`config.mk`:
```
export PLATFORM = sky130hd
export DESIGN_NAME = ym3438_reg_ctrl
export DESIGN_NICKNAME = d
export VERILOG_FILES = /design/src/rtl/ym3438_reg_pkg.sv /design/src/rtl/ym3438_slot_match.sv /design/src/rtl/ym3438_reg_ctrl.sv
export SDC_FILE = /design/constraint.sdc
export NUM_CORES = 1
export LEC_CHECK = 0
export ABC_AREA = 1
export BUFFER_PORTS_ARGS = -buffer_cell sky130_fd_sc_hd__buf_2
export CAP_MARGIN = 25
export CORE_UTILIZATION = 60
export DETAILED_ROUTE_END_ITERATION = 16
export HOLD_SLACK_MARGIN = 0.05
export PLACE_DENSITY = 0.84
export SYNTH_ARGS = -nofsm -noshare
export SYNTH_HDL_FRONTEND = slang
export SYNTH_SLANG_ARGS = --single-unit
```
`constraint.sdc`:
```
create_clock -name MCLK -period 4.47 [get_ports MCLK]
set_input_delay 0.894 -clock MCLK [delete_from_list [all_inputs] [get_ports MCLK]]
set_output_delay 0.894 -clock MCLK [all_outputs]
set_load 0.01 [all_outputs]
```
`src/rtl/ym3438_reg_pkg.sv`:
```
// Shared constants, FSM state type and helpers for the YM3438 register write path.
// Holds the global-register address map and the channel/operator -> slot mapping.
package ym3438_reg_pkg;

  localparam int SLOT_W = 5;

  localparam logic [7:0] REG_TEST   = 8'h21;
  localparam logic [7:0] REG_TA_H   = 8'h24;
  localparam logic [7:0] REG_TA_L   = 8'h25;
  localparam logic [7:0] REG_TB     = 8'h26;
  localparam logic [7:0] REG_MODE   = 8'h27;
  localparam logic [7:0] REG_KEYON  = 8'h28;
  localparam logic [7:0] REG_DAC    = 8'h2A;
  localparam logic [7:0] REG_DAC_EN = 8'h2B;
  localparam logic [7:0] REG_TEST2  = 8'h2C;
  localparam logic [7:0] OP_BASE    = 8'h30;
  localparam logic [7:0] CH_BASE    = 8'hA0;
  localparam logic [7:0] REG_LAST   = 8'hB6;

  typedef enum logic [1:0] {IDLE, PEND, COMMIT} state_t;

  // Bank 1 has no globals, so its valid window starts at the operator block.
  function automatic logic addr_ok(input logic [7:0] addr, input logic bnk);
    return (addr <= REG_LAST) && (bnk ? (addr >= OP_BASE) : (addr >= REG_TEST));
  endfunction

  function automatic logic [SLOT_W-1:0] calc_target(input logic [7:0] addr, input logic bnk);
    logic [1:0]        op;
    logic [SLOT_W-1:0] t;
    op = (addr < CH_BASE) ? addr[3:2] : 2'd0;
    t  = {3'b000, op} * 5'd6;
    t  = t + (bnk ? 5'd3 : 5'd0) + {3'b000, addr[1:0]};
    return t;
  endfunction

endpackage

```
`src/rtl/ym3438_slot_match.sv`:
```
// Free-running slot counter plus the pending-write slot compare and wait timer.
// match/timeout are combinational from registered state; only meaningful on a c1.
module ym3438_slot_match
  import ym3438_reg_pkg::*;
#(
  parameter int NUM_SLOTS  = 24,
  parameter int WAIT_LIMIT = 24
) (
  input  logic              clk,
  input  logic              rst_n,
  input  logic              c1,
  input  logic [SLOT_W-1:0] target,
  input  logic              wait_clr,
  input  logic              wait_run,
  output logic [SLOT_W-1:0] slot_cnt,
  output logic              match,
  output logic              timeout
);

  localparam int WAIT_W = $clog2(WAIT_LIMIT + 1);

  logic [SLOT_W-1:0] slot_nxt;
  logic [WAIT_W-1:0] wait_cnt;

  assign slot_nxt = (slot_cnt == SLOT_W'(NUM_SLOTS - 1)) ? '0 : slot_cnt + SLOT_W'(1);

  // Compare against the slot being entered, so the commit cycle coincides with slot_cnt == target.
  assign match   = wait_run && (slot_nxt == target);
  assign timeout = wait_run && !match && (wait_cnt == WAIT_W'(WAIT_LIMIT - 1));

  always_ff @(posedge clk or negedge rst_n) begin
    if (!rst_n) begin
      slot_cnt <= '0;
      wait_cnt <= '0;
    end else if (c1) begin
      slot_cnt <= slot_nxt;
      if (wait_clr)
        wait_cnt <= '0;
      else if (wait_run)
        wait_cnt <= wait_cnt + WAIT_W'(1);
    end
  end

endmodule

```
`src/rtl/ym3438_reg_ctrl.sv`:
```
// Address latch, global registers 0x21-0x2C and slot-deferred channel/operator write commit.
// Optional YM3438_REG_READBACK_EN adds dbg_last = {bank, addr, data} of the last accepted data write.
module ym3438_reg_ctrl
  import ym3438_reg_pkg::*;
#(
  parameter int NUM_SLOTS  = 24,
  parameter int WAIT_LIMIT = 24
) (
  input  logic        MCLK,
  input  logic        IC,
  input  logic        c1,
  input  logic        c2,
  input  logic        write_addr_en,
  input  logic        write_data_en,
  input  logic [7:0]  data_bus,
  input  logic        bank,
  output logic [7:0]  reg_21,
  output logic [4:0]  reg_2c,
  output logic [9:0]  timer_a,
  output logic [7:0]  timer_b,
  output logic [7:0]  reg_27,
  output logic        keyon_pulse,
  output logic [7:0]  keyon_data,
  output logic [7:0]  dac_data,
  output logic        dac_en,
  output logic        slot_wr,
  output logic [7:0]  slot_addr,
  output logic [7:0]  slot_data,
  output logic [4:0]  slot_cnt,
  output logic        overrun
`ifdef YM3438_REG_READBACK_EN
  ,
  output logic [16:0] dbg_last
`endif
);

  logic              addr_req, data_req, addr_bank;
  logic [7:0]        addr_byte, data_byte;
  logic [7:0]        addr_q;
  logic              bank_q, addr_vld;
  state_t            state;
  logic [7:0]        pend_addr, pend_data;
  logic [SLOT_W-1:0] target_q;
  logic              wr_ok, glob_wr, chan_wr, match, timeout;

  // Decode uses the address latched before this c1, so a same-c1 address write lands afterwards.
  assign wr_ok   = c1 && data_req && addr_vld;
  assign glob_wr = wr_ok && !bank_q && (addr_q <= REG_TEST2);
  assign chan_wr = wr_ok && (addr_q >= OP_BASE) && (addr_q[1:0] != 2'd3);

  ym3438_slot_match #(
    .NUM_SLOTS  (NUM_SLOTS),
    .WAIT_LIMIT (WAIT_LIMIT)
  ) u_slot_match (
    .clk      (MCLK),
    .rst_n    (IC),
    .c1       (c1),
    .target   (target_q),
    .wait_clr (chan_wr),
    .wait_run (state == PEND),
    .slot_cnt (slot_cnt),
    .match    (match),
    .timeout  (timeout)
  );

  always_ff @(posedge MCLK or negedge IC) begin
    if (!IC) begin
      addr_req  <= 1'b0;
      data_req  <= 1'b0;
      addr_byte <= '0;
      addr_bank <= 1'b0;
      data_byte <= '0;
    end else begin
      if (c1) begin
        addr_req <= 1'b0;
        data_req <= 1'b0;
      end
      if (c2 && write_addr_en) begin
        addr_req  <= 1'b1;
        addr_byte <= data_bus;
        addr_bank <= bank;
      end
      if (c2 && write_data_en) begin
        data_req  <= 1'b1;
        data_byte <= data_bus;
      end
    end
  end

  always_ff @(posedge MCLK or negedge IC) begin
    if (!IC) begin
      addr_q      <= '0;
      bank_q      <= 1'b0;
      addr_vld    <= 1'b0;
      reg_21      <= '0;
      reg_2c      <= '0;
      timer_a     <= '0;
      timer_b     <= '0;
      reg_27      <= '0;
      keyon_pulse <= 1'b0;
      keyon_data  <= '0;
      dac_data    <= '0;
      dac_en      <= 1'b0;
    end else if (c1) begin
      keyon_pulse <= 1'b0;
      if (glob_wr) begin
        case (addr_q)
          REG_TEST:   reg_21        <= data_byte;
          REG_TA_H:   timer_a[9:2]  <= data_byte;
          REG_TA_L:   timer_a[1:0]  <= data_byte[1:0];
          REG_TB:     timer_b       <= data_byte;
          REG_MODE:   reg_27        <= data_byte;
          REG_KEYON: begin
            keyon_data  <= data_byte;
            keyon_pulse <= 1'b1;
          end
          REG_DAC:    dac_data      <= data_byte;
          REG_DAC_EN: dac_en        <= data_byte[7];
          REG_TEST2:  reg_2c        <= data_byte[7:3];
          default: ;
        endcase
      end
      if (addr_req) begin
        addr_q   <= addr_byte;
        bank_q   <= addr_bank;
        addr_vld <= addr_ok(addr_byte, addr_bank);
      end
    end
  end

  always_ff @(posedge MCLK or negedge IC) begin
    if (!IC) begin
      state     <= IDLE;
      pend_addr <= '0;
      pend_data <= '0;
      target_q  <= '0;
      slot_wr   <= 1'b0;
      slot_addr <= '0;
      slot_data <= '0;
      overrun   <= 1'b0;
    end else if (c1) begin
      slot_wr <= 1'b0;
      case (state)
        IDLE: begin
          if (chan_wr)
            state <= PEND;
        end
        PEND: begin
          if (chan_wr) begin
            overrun <= 1'b1;
          end else if (match) begin
            state     <= COMMIT;
            slot_wr   <= 1'b1;
            slot_addr <= pend_addr;
            slot_data <= pend_data;
          end else if (timeout) begin
            state   <= IDLE;
            overrun <= 1'b1;
          end
        end
        COMMIT:  state <= chan_wr ? PEND : IDLE;
        default: state <= IDLE;
      endcase
      if (chan_wr) begin
        pend_addr <= addr_q;
        pend_data <= data_byte;
        target_q  <= calc_target(addr_q, bank_q);
      end
    end
  end

`ifdef YM3438_REG_READBACK_EN
  always_ff @(posedge MCLK or negedge IC) begin
    if (!IC)
      dbg_last <= '0;
    else if (wr_ok)
      dbg_last <= {bank_q, addr_q, data_byte};
  end
`endif

endmodule
```
* Word level (Yosys, flattened, before mapping)
Cells that the tools add are included.
** Word-level totals
- Output and inout bits :: 80
- Bits of input ports :: 15
- Word-level logic and storage cells :: 116
- Register bits after elaboration :: 137
** Cells by class
- Mux-type cells :: 23
- $mul :: 1
- Reduce and logical (&&, ||, !) cells :: 34
- $lt $le $gt $ge :: 6
- Bitwise operators :: 1
- Eq/ne operators :: 19
- Add/subtract/negate cells :: 4
** Operators by type and width (count)
- $eq A8 B6 Y1 const B :: 9
- $reduce_and A3 Y1 :: 9
- $ge A8 B6 Y1 const B :: 3
- $mux W5 :: 3
- $mux W1 :: 13
- $logic_and A1 B1 Y1 :: 12
- $mux W2 :: 6
- $reduce_and A4 Y1 :: 3
- $add A5 B1 Y5 const B :: 2
- $add A5 B2 Y5 :: 2
- $eq A5 B5 Y1 const B :: 2
- $le A8 B6 Y1 const B :: 1
- $le A8 B8 Y1 const B :: 1
- $lt A8 B8 Y1 const B :: 1
- $ne A2 B2 Y1 const B :: 4
- $reduce_bool A2 Y1 :: 4
- $pmux W2 S3 :: 1
- $reduce_and A2 Y1 :: 3
- $eq A5 B5 Y1 :: 1
- $mul A2 B2 Y4 const B :: 1
- $ne A3 B3 Y1 const B :: 1
- $eq A2 B1 Y1 const B :: 1
- $eq A2 B2 Y1 const B :: 1
- $logic_not A1 Y1 :: 2
- 2 further kinds :: 2

* Depth between registers and ports, before layout
- Word-level depth :: 11
- Gate-level depth with buffers :: 14
- Depth with buffers taken out :: 13

* Hierarchy
From an unflattened synthesis, not the netlist that was laid out.
** Second synthesis, totals
- Cell total of the unflattened synthesis :: 708
- Area total of the unflattened synthesis :: 6200.9 um2
** Modules (own cells, without submodules)
- ym3438_reg_ctrl :: cells an instance 617, times used 1, sequential area each 3178.0 um2, area an instance 5554.1 um2
- ym3438_slot_match :: cells an instance 91, times used 1, sequential area each 250.2 um2, area an instance 646.9 um2

* Worst setup path before layout
Ideal clock, no wire load.
- Path type :: flip-flop to flip-flop
- Start :: register addr_q[5]
- End :: register target_q[3]
- Stages on the path, launching flop included :: 9
- Path buffers :: 0
- Slack :: 2.378 ns
- Arrival :: 2.009 ns
- Clock period less this slack :: 2.092 ns
- Data required time :: 4.387 ns
- Library setup time :: 0.083 ns
- Cell sequence :: dfrtp_1 > inv_1 > a21oi_1 > nor2_1 > fa_1 > ha_1 > fa_1 > xnor2_1 > o21ai_0
** On the way
- Longest elaborated chain between the ends :: 5
- Elaborated cells on any way between the ends :: 9
- Those cells by class :: add/sub: 2; mul: 1; order compare: 2; mux: 1; reduce/logical: 3
** RTL lines
- start, declared :: RTL line ym3438_reg_ctrl.sv:39 : logic [7:0] addr_q;
- start signal, assigned :: RTL line ym3438_reg_ctrl.sv:124 : addr_q <= addr_byte;
- $lt A8 B8 Y1 :: RTL line ym3438_reg_pkg.sv:30 : op = (addr < CH_BASE) ? addr[3:2] : 2'd0;
- $mux W2 :: RTL line ym3438_reg_pkg.sv:30
- $mul A2 B2 Y4 :: RTL line ym3438_reg_pkg.sv:31 : t = {3'b000, op} * 5'd6;
- $add A5 B2 Y5 (2 in a row) :: RTL line ym3438_reg_pkg.sv:32 : t = t + (bnk ? 5'd3 : 5'd0) + {3'b000, addr[1:0]};
- end signal, assigned :: RTL line ym3438_reg_ctrl.sv:167 : target_q <= calc_target(addr_q, bank_q);
- end, declared :: RTL line ym3438_reg_ctrl.sv:43 : logic [SLOT_W-1:0] target_q;
Parallel ways exist; a longest one is shown, timed or not.
A chain may end at the register's enable or synchronous reset.

* Worst setup path in the final report
- Start :: register addr_q[0]
- End :: register slot_data[6]
** On the way
- Longest elaborated chain between the ends :: 5
- Elaborated cells on any way between the ends :: 6
- Those cells by class :: order compare: 1; eq/ne: 1; bitwise: 1; reduce/logical: 3
** RTL lines
- $ge A8 B6 Y1 :: RTL line ym3438_reg_ctrl.sv:49 : assign chan_wr = wr_ok && (addr_q >= OP_BASE) && (addr_q[1:0] != 2'd3);
- $logic_and A1 B1 Y1 :: RTL line ym3438_reg_ctrl.sv:49
- $logic_and A1 B1 Y1 (*) :: RTL line ym3438_reg_ctrl.sv:49
- $not A1 Y1 (no source line) (*)
- $reduce_and A4 Y1 (no source line) (*)
- end signal, assigned :: RTL line ym3438_reg_ctrl.sv:155 : slot_data <= pend_data;
- end, declared :: RTL line ym3438_reg_ctrl.sv:28 : output logic [7:0] slot_data,
Mark *: on every way between the ends. The rest lies on a longest branch, timed or not.

==> impl_metrics.yaml <==
logic_synthesis:
  yosys.area_share.simple_pct: 21.4
  synth_compound_area_share_pct: 10.0
  muxShareOfSynthArea_pct: 0
  synth_area_per_cell_sq_um: 9.11
  synth_area_sq_um: 5720
  syn_inst: 628
  yosys.area_share.xor_xnor_pct: 0.743
  synthAdderAreaFrac_pct: 2.23
  synth_top_family_by_area: "simple AND/OR/NAND/NOR gates"
  syn-num-nets: 652
  yosysSeqAreaShare_pct: 59.9
  yosysWarnings: 0
  synth_seq_cells: 137
  netlist-cell-type-count: 30
timing:
  holdWs_ns: 0.203
  max_freq_ghz: 0.414
  setup_viol: 0
  period_minus_slack_ns: 2.42
  slew_headroom_pct: 54.0
  tns_ns: 0
  rsz0062_at_grt: "no"
  worst_pin_slew_ns: 0.687
  timing.final.crit_share_pct: 54.1
  drv_slew: 0
  clock_skew_ns: 0.0102
  hold_viol: 0
  layout_setup_ws_ns: 2.05
power_and_ir_drop:
  ir_worst_vdd_v: 0.000297
  leakagePower_nw: 3.67
  p_per_area_nw_per_um2: 564
floorplan:
  die_y_um: 99.7
  core_area_sq_um: 9240
  die_area_sq_um: 9930
  std_cell_rows: 35
  die_w_um: 99.7
  ioPinCount: 95
  start_util_pct: 61.9
detailed_routing:
  dr.first_iter.drc_count: 385
  viasPerCell: 5.55
  drt.antenna.violating_nets: 0
  drt_wl_total_um: 13500
  dr.pass1.iters: 6
  drc: 0
  vias: 4813
  routedWlPerCell_um: 15.6
global_route:
  gr-total-overflow: 0
  antenna_found_initial: 0
  grt_first_pass_wirelength_um: 22300
  grt_max_degree: 80
  grt_util_all_layers_pct: 29.2
  grt_pass1_vias: 4547
critical_path:
  crit_path_end_kind: "flop"
  cp.arrival_ns: 2.82
  reg2reg_setup_slack_ns: 2.05
  crit_required_ns: 4.87
  r2r-start: "addr_q[0]"
  critPathKind: "reg -> reg"
  startpoint_type: "flop"
  reg2regPathDepth: 9
  crit_path_max_fanout: 46
  r2r-end: "slot_data[6]"
cells_and_area:
  n_antenna_cell: 0
  fin_area_sq_um: 6900
  final_common_cell: "nand2_1"
  layout-drive-gt1-share_pct: 19.5
  nets: 749
  regArea_sq_um: 3430
  layout_common_cells: "nand2_1 (207), dfrtp_1 (137), o21ai_0 (105)"
  multi_input_area_sq_um: 1970
  n_fill_cell: 589
  syn_to_final_growth_pct: 20.6
cts:
  cts_setup_buffers: 0
  clk_latency_ns: 0.52
  cts_hold_buffers: 0
  clock_path_buffers: 2
  cts_made_buffers: 17
  tritoncts: "yes"
  h-tree-depth: 4
  cts-resized-gates: 0
  cts_sinks: 137
  clkSlewWorstSetupHoldPaths_ns: 0.06
  cts_root_buffer: "clkbuf_8"
placed_design:
  dp_hpwl_um: 8600
  gp_congestion: 0.900
  post-place-ws_ns: 1.63
  placed_cell_area_sq_um: 6270
  io_buffers: 94
outcome:
  status: "completed"
min_path:
  hp-class: "in -> async"
run:
  drv_cap: 0
==> critical path: stages (launching register included) <==
cell	delay, ns
dfrtp_1	0.47
nand2_1	0.11
clkinv_1	0.10
nor2_1	0.06
nand2_2	0.51
inv_2	0.21
nor2_4	0.38
nand3_4	0.25
nand2_1	0.14
nand2_1	0.06
==> metal layers <==
metal  global-route usage [%]  part of all wire, %  up-vias
li1                         -                    -     2232
met1                     39.5                   44     2349
met2                     46.9                   49      201
met3                     6.04                  5.2       31
met4                     10.9                  2.3        0
met5                        0                    0        -
==> power breakdown <==
group / internal, mW / leakage, nW / switching (mW)
Clock: 0.870 / 0.285 / 0.535
Combinational: 0.290 / 1.56 / 0.515
Sequential: 1.49 / 1.82 / 0.193
==> cells in the mapped netlist, drive strengths merged <==
library cell	instances	area share, %
fa	2	0.70
nand2	212	14
a21oi	6	0.52
clkinv	2	0.15
nand3	21	2.2
nor2	21	1.6
xnor2	3	0.46
nand3b	1	0.13
nand4	18	2.0
xor2	1	0.28
a31oi	1	0.11
nor4	2	0.22
clkbuf	9	0.59
nor3b	1	0.13
inv	55	3.6
o211ai	1	0.13
buf	11	1.3
nor3	11	0.96
o21ai	106	9.3
ha	7	1.5
dfrtp	137	60
==> flip-flops by register name, summed over array words and instances (netlist names), 2 cells and up <==
name,flops
state,2
dac_data,8
timer_a,10
slot_data,8
pend_data,8
data_byte,8
keyon_data,8
pend_addr,8
addr_byte,8
u_slot_match.slot_cnt,5
reg_21,8
reg_27,8
slot_addr,8
u_slot_match.wait_cnt,5
timer_b,8
target_q,5
reg_2c,5
addr_q,8
==> cell families after synthesis <==
kind of cell / after synthesis
adders and majority gates: 9
xor gates and xnor gates: 4
buffers and inverters: 77
and+or+nand+nor: 287
DFF: 137
AOI/OAI and AO/OA: 114
==> final cells by class <==
| class | count | share of cell area [%] |
|---|---|---|
| flip-flops and latches | 137 | 49.7 |
| multi-input cells | 414 | 28.5 |
| repair buffers | 98 | 7.58 |
| clock buffers | 19 | 6.26 |
| inverters | 57 | 3.12 |
| clock inverters | 13 | 2.47 |
| well taps | 129 | 2.34 |
==> worst max path at each step <==
stage	depth (start not counted)	startpoint	slack, ns	end
2_1_floorplan	8	addr_q[5]	2.38	target_q[3]
3_3_place_gp	9	c1	1.71	slot_addr[3]
3_5_place_dp	9	c1	1.63	slot_data[4]
4_1_cts	9	addr_q[1]	2.09	slot_data[6]
5_1_grt	9	addr_q[1]	1.82	slot_data[0]
6_report	9	addr_q[0]	2.05	slot_data[6]
==> through the flow <==
step / utilization [%] / std cells / total power, mW
global placement: 67.9 / 834 / 2.43
finish: 74.7 / 867 / 3.89
global route: 74.7 / 867 / 4.09
CTS: 74.4 / 866 / 3.89
floorplan: - / 628 / 2.19
detailed placement: 67.9 / 834 / 2.47
No activity file was read; power rests on OpenSTA's default activity.
